[config.mk]
export PLATFORM = sky130hd
export DESIGN_NAME = psubsb_seq
export DESIGN_NICKNAME = d
export VERILOG_FILES = /design/src/rtl/psubsb_seq.sv
export SDC_FILE = /design/constraint.sdc
export NUM_CORES = 1
export LEC_CHECK = 0
export CAP_MARGIN = 25
export CELL_PAD_IN_SITES_DETAIL_PLACEMENT = 1
export CELL_PAD_IN_SITES_GLOBAL_PLACEMENT = 1
export CORE_ASPECT_RATIO = 0.9
export CORE_MARGIN = 2
export CORE_UTILIZATION = 34
export DETAILED_ROUTE_END_ITERATION = 8
export GPL_TIMING_DRIVEN = 0
export PLACE_DENSITY_LB_ADDON = 0.1
export REMOVE_ABC_BUFFERS = 1
export SLEW_MARGIN = 20
export SYNTH_ARGS = -nofsm -noshare
export SYNTH_HDL_FRONTEND = slang
export SYNTH_SLANG_ARGS = --single-unit
export TNS_END_PERCENT = 20
[constraint.sdc]
create_clock -name clk -period 2.7 [get_ports clk]
set_input_delay 0.54 -clock clk [delete_from_list [all_inputs] [get_ports clk]]
set_output_delay 0.54 -clock clk [all_outputs]
set_load 0.02 [all_outputs]
[src/rtl/psubsb_seq.sv]
// psubsb_seq -- sequential packed saturating subtractor.
//
// Computes a - b independently on four signed 4-bit lanes, clamping each
// lane to +7 / -8 when the true difference does not fit. Works one lane
// per clock behind a start/done handshake, so an operation takes five
// cycles from the accepting edge to the done pulse.
//
// Ports:
//   clk     rising-edge clock
//   rst     synchronous, active-high reset
//   start   operation request, accepted in IDLE or DONE
//   a       minuend, four packed signed nibbles (lane0 = [3:0])
//   b       subtrahend, same packing
//   busy    high while lanes are being computed
//   done    one-cycle pulse, result/ovfl final
//   result  packed saturated differences
//   ovfl    per-lane saturation flags (bit i = lane i clamped)

module psubsb_seq (
   input  logic        clk,
   input  logic        rst,
   input  logic        start,
   input  logic [15:0] a,
   input  logic [15:0] b,
   output logic        busy,
   output logic        done,
   output logic [15:0] result,
   output logic [3:0]  ovfl
);

   localparam logic [1:0] ST_IDLE = 2'd0;
   localparam logic [1:0] ST_LANE = 2'd1;
   localparam logic [1:0] ST_DONE = 2'd2;

   logic [1:0]  state_reg;
   logic [1:0]  lane_reg;
   logic [15:0] a_reg;
   logic [15:0] b_reg;
   logic [15:0] result_reg;
   logic [3:0]  ovfl_reg;

   // Saturated difference of every lane of the latched operands; the
   // sequencer only commits the lane selected by lane_reg each cycle.
   logic [3:0] lane_res [4];
   logic [3:0] lane_ovf;

   genvar gi;
   generate
      for (gi = 0; gi < 4; gi++) begin : g_lane
         logic [3:0] op_a;
         logic [3:0] op_b;
         logic [3:0] diff;
         logic       sat;

         assign op_a = a_reg[4*gi +: 4];
         assign op_b = b_reg[4*gi +: 4];
         assign diff = op_a - op_b;
         // Overflow only possible when the signs differ; it shows up as
         // the wrapped difference taking a sign other than the minuend's.
         assign sat  = (op_a[3] != op_b[3]) && (diff[3] != op_a[3]);
         // Clamp toward the minuend's sign: +7 for positive, -8 for negative.
         assign lane_res[gi] = sat ? (op_a[3] ? 4'h8 : 4'h7) : diff;
         assign lane_ovf[gi] = sat;
      end
   endgenerate

   always_ff @(posedge clk) begin
      if (rst) begin
         state_reg  <= ST_IDLE;
         lane_reg   <= 2'd0;
         a_reg      <= 16'h0000;
         b_reg      <= 16'h0000;
         result_reg <= 16'h0000;
         ovfl_reg   <= 4'b0000;
      end else begin
         case (state_reg)
            // DONE accepts a new request exactly like IDLE, which gives
            // back-to-back operation at one result per five cycles.
            ST_IDLE, ST_DONE: begin
               if (start) begin
                  state_reg  <= ST_LANE;
                  lane_reg   <= 2'd0;
                  a_reg      <= a;
                  b_reg      <= b;
                  result_reg <= 16'h0000;
                  ovfl_reg   <= 4'b0000;
               end else begin
                  state_reg  <= ST_IDLE;
               end
            end
            ST_LANE: begin
               result_reg[{lane_reg, 2'b00} +: 4] <= lane_res[lane_reg];
               ovfl_reg[lane_reg]                 <= lane_ovf[lane_reg];
               lane_reg                           <= lane_reg + 2'd1;
               if (lane_reg == 2'd3) begin
                  state_reg <= ST_DONE;
               end
            end
            default: begin
               state_reg <= ST_IDLE;
            end
         endcase
      end
   end

   assign busy   = (state_reg == ST_LANE);
   assign done   = (state_reg == ST_DONE);
   assign result = result_reg;
   assign ovfl   = ovfl_reg;

endmodule

; Word level (Yosys, flattened, before mapping)
; Cells that the tools add are included.
[word_totals]
out_inout_bits = 22
register_bits = 56
word_cells = 67
[classes]
n_lt_le_gt_ge = 3
bitwise = 1
n_eq_ne = 13
add_sub_neg = 6
reduce_logical = 10
shifts = 2
muxes = 26
[ops]
columns = cell, n
row1 = $mux 4, 11
row2 = $pmux 16 s2, 1
row3 = $bwmux 16, 1
row4 = $mux 16, 1
row5 = $shift 4x6->16 const A, 1
row6 = $shiftx 4x6->16, 1
row7 = $sub 4x4->4, 4
row8 = $bmux 4 s2, 1
row9 = $ne 1x1->1, 8
row10 = $pmux 2 s2, 2
row11 = $pmux 4 s2, 1
row12 = $neg 4->6, 1
row13 = $logic_and 1x1->1, 5
row14 = $bwmux 4, 1
row15 = $eq 2x2->1 const B, 2
row16 = $mux 2, 2
row17 = $reduce_and 2->1, 2
row18 = $ge 3x3->1 const B, 1
row19 = $lt 2x3->1 const B, 1
row20 = $mux 1, 3
row21 = $not 2->3, 1
row22 = $add 2x1->2 const B, 1
row23 = $bmux 1 s2, 1
row24 = $demux 1 s2, 1
row25 = 7 further kinds, 7

; Depth between registers and ports, before layout
[depth]
word_depth = 10
ltp_mapped = 11

; Worst setup path before layout
; No wires, ideal clock.
[synth_timing]
path_kind = register -> register
startpoint = register b_reg[1]
endpoint = register ovfl_reg[1], in the netlist ovfl[1]
path_buffers = 0
required_time_ps = 2616
t_arrival_ps = 2671
synth_period_minus_slack_ps = 2755
setup_time_ps = 84
path_stages_with_launch = 10
slack_ps = -55
cell_sequence = dfxtp_1 > inv_1 > ha_1 > a21o_1 > a21oi_1 > fa_1 > or3b_4 > and2_0 > mux4_2 > o31ai_2
[synth_between]
elab_chain_len = 7
[synth_rtl]
columns = item, line_no
row1 = start: declaration, 38  ; logic [15:0] b_reg;
row2 = start signal: assignment, 72  ; b_reg <= 16'h0000;
row3 = start signal: assignment, 84  ; b_reg <= b;
row4 = $sub 4x4->4, 57  ; assign diff = op_a - op_b;
row5 = $ne 1x1->1, 60  ; assign sat = (op_a[3] != op_b[3]) && (diff[3] != op_a[3]);
row6 = $logic_and 1x1->1, 60
row7 = $bmux 1 s2, 93  ; ovfl_reg[lane_reg] <= lane_ovf[lane_reg];
row8 = $mux 1 (not written as such), 93
row9 = $bwmux 4, 93
row10 = $pmux 4 s2, 76  ; case (state_reg)
row11 = end signal: indexed assignment, 93
row12 = end: declaration, 40  ; logic [3:0] ovfl_reg;
; Every way passes these cells. The select of a mux whose other input is x is not followed.
; A chain may end at the register's enable or synchronous reset.

; Worst setup path in the final report
[layout_timing]
startpoint = register a_reg[5]
endpoint = register ovfl_reg[1], in the netlist ovfl[1]
[layout_between]
elab_chain_len = 7
[layout_rtl]
columns = item, line_no
row1 = start: declaration, 37  ; logic [15:0] a_reg;
row2 = start signal: assignment, 71  ; a_reg <= 16'h0000;
row3 = start signal: assignment, 83  ; a_reg <= a;
row4 = $sub 4x4->4, 57
row5 = $ne 1x1->1, 60
row6 = $logic_and 1x1->1, 60
row7 = $bmux 1 s2, 93
row8 = $mux 1 (not written as such), 93
row9 = $bwmux 4, 93
row10 = $pmux 4 s2, 76
; Every way passes these cells. The select of a mux whose other input is x is not followed.

==> impl_results.md <==
* Final setup margin at -0.144 ns
* Post-synth EDFFs at 0
* WS Path Type: flip-flop to flip-flop
* First-pass GRT wire length at 12500 um
* Clock power frac at 0.262
* Max-cap violation count at 0
* Post-synthesis register bit count at 56
* Worst r2r src: a_reg[5]
* Largest net degree at the start of global routing at 31
* VDD IR max at 191 uV
* Syn. warnings at 0
* CTS sink count at 56
* Area share of the largest cell type after synthesis at 0.383
* Crit end category: flip-flop
* Clk_skew at 0.00788 ns
* Area delta synth->final at 34.6%
* Post-Syn Area at 2930 um2
* Top_reg_cell synth: dfxtp_1
* Cell area power density at 479 nW/um2
* Vias per cell at 4.98
* Final min period at 2.84 ns
* Post-Syn Instances at 356
* Critical Path Start Type: flip-flop
* Setup crit end: ovfl[1]
* I/O Buffers at 56
* CTS buffer count at 5
* Rel. slew slack at 0.556
* RSZ-0062 raised after global routing: true
* Cell variety after synth at 38
* Detailed-route DRC error count at 0
* Vias in the first global route at 2627
* CTS Buffer Depth at 2
* Reg2reg setup slack at -0.14 ns
* Chip Height at 92.1 um
* Die Wd at 102 um
* Die ar. at 9370 um2
* Total grt overflow at 0
* I/O Pins at 57
* Top cells by count, synth: nand2_1, dfxtp_1, a21oi_1
* Synth area leaders: dfxtp_1, nand2_1, ha_1, a21oi_1, fa_1
* Async S/R FF share, synth at 0
* Final ANT Viol Nets at 0
* DRT iter0 DRCs at 69
* R2R Path End: ovfl[1]
* Net count, final at 474
* Gate power share at 0.260
* Seq pwr share at 0.478
* Register area at 1140 um2
* Slew @ Worst Pin at 0.661 ns
* Peak Freq at 352 MHz
* Fin Setup TNS at -0.441 ns
* Dpl ws at -0.300 ns
* Pint at 1320 uW
* Final period util at 1.05
* Fillers at 1038
* P_sw at 570 uW
* Share of cells above drive strength 1 at 0.163
* Sw Share at 0.302
* DR vias at 2664
* Multi-input gate area at 1750 um2
* Ant diodes at 0
* Min-delay worst type: flip-flop to flip-flop
* H-tree depth at 2
* Drt first pass iters at 4
* Failing checks: negative setup slack
* Synth Area per Inst at 8.23 um2
* CTS root buffer: clkbuf_8
* CTS Hold Bufs at 0
* Clock latency on the worst-skew pair at 0.32 ns
* Dpl hpwl at 5790 um
* GRT Overall Usage at 0.167
* Worst endpoint required time at 2.95 ns
* Reg2reg path depth at 8
* Crit path launch: a_reg[5]
* DR WL/cell at 14.3 um
* GP Congestion at 0.840
* CTS tree: done
* Drt total wl at 7680 um
* Outcome: finished, violations left
* Most frequent cell after synthesis: nand2_1
* # setup viols final at 4
* Area post-placement at 3650 um2
* Worst Path Arrival at 3.09 ns
* Max Slew Vio Count at 0
* Initial Util at 0.345
* Dominant cell type by area after synthesis: dfxtp_1
* Core box area at 8490 um2
* Clock transition at path regs at 0.10 ns
* Fin. Hold Viols at 0
* CP max FO at 4
* Smallest hold slack at 0.459 ns
* Core Rows at 32
* Post-synthesis sequential area ratio at 0.383
* Post-route cell area at 3940 um2
* Leakage power at 0.00143 uW
* Antenna violations before repair at 0
[layout by cell type, fill, tap and decap left out, types with 7 or more instances in the layout]
| cell | n |
|---|---|
| nand4_1 | 21 |
| nand2_1 | 90 |
| dfxtp_2 | 9 |
| inv_2 | 7 |
| inv_1 | 17 |
| fa_1 | 8 |
| nand3_1 | 13 |
| clkdlybuf4s50_1 | 55 |
| buf_4 | 11 |
| nor2_1 | 12 |
| dfxtp_1 | 45 |
| ha_1 | 11 |
| a21oi_1 | 33 |
[worst min path at each step]
stage / start / endpoint / depth (start not counted)
global placement: ovfl[3] / ovfl[3] / 2
CTS: ovfl[3] / ovfl[3] / 2
finish: ovfl[3] / ovfl[3] / 2
floorplan: a_reg[0] / a_reg[0] / 2
global route: a_reg[12] / a_reg[12] / 2
detailed placement: b_reg[9] / b_reg[9] / 2
[power by group through the flow]
| stage | Combinational (uW) | Sequential [uW] | Clock (uW) |
|---|---|---|---|
| finish | 491 | 902 | 494 |
| global route | 546 | 910 | 539 |
| CTS | 454 | 898 | 503 |
| detailed placement | 427 | 917 | 0 |
| global placement | 398 | 914 | 0 |
| floorplan | 244 | 913 | 0 |
[logic make-up after synthesis]
family          Yosys count  share of synthesized area
simple gates            165                      0.275
compound gates           62                      0.135
flops                    56                      0.383
buf+inv                  43                     0.0564
fa+ha+maj                24                      0.123
xor+xnor                  4                     0.0120
mux                       2                     0.0154
[through the flow]
stage,cells,util,power [uW]
2_1_floorplan,338,-,1160
6_report,535,0.465,1890
3_3_place_gp,513,0.420,1310
4_1_cts,526,0.446,1860
5_1_grt,535,0.465,1990
3_5_place_dp,516,0.430,1340
[metal layers]
| metal | part of all wire | global-route usage | up-vias | wire length [um] |
|---|---|---|---|---|
| li1 | - | - | 1344 | - |
| met1 | 0.48 | 0.229 | 1269 | 3690 |
| met2 | 0.48 | 0.274 | 44 | 3650 |
| met4 | 0.0099 | 0.0400 | 0 | 76 |
| met3 | 0.033 | 0.0282 | 7 | 257 |
| met5 | 0 | 0 | - | 0 |
[timing repair]
item / CTS / global route
pin swaps: 5 / 17
cloned: 0 / 0
setup buffers: 2 / 9
setup endpoints to repair: 17 / 13
resized for setup: 11 / 30
[cell type report]
type	instances	area share
multi-input combinational	257	0.445
inverter	25	0.0247
timing repair buffer	70	0.181
tap	119	0.0378
clock buffer	8	0.0228
sequential	56	0.289
[worst max-delay path, cell delays in order, from the launching register on]
cell and delay, ns:
dfxtp_2 0.39, ha_4 0.21, a21o_1 0.18, a21oi_2 0.14, fa_1 0.47, or3b_4 0.42, and2_4 0.17, mux4_2 0.56
o31ai_2 0.24
(Power assumes the default switching activity.)
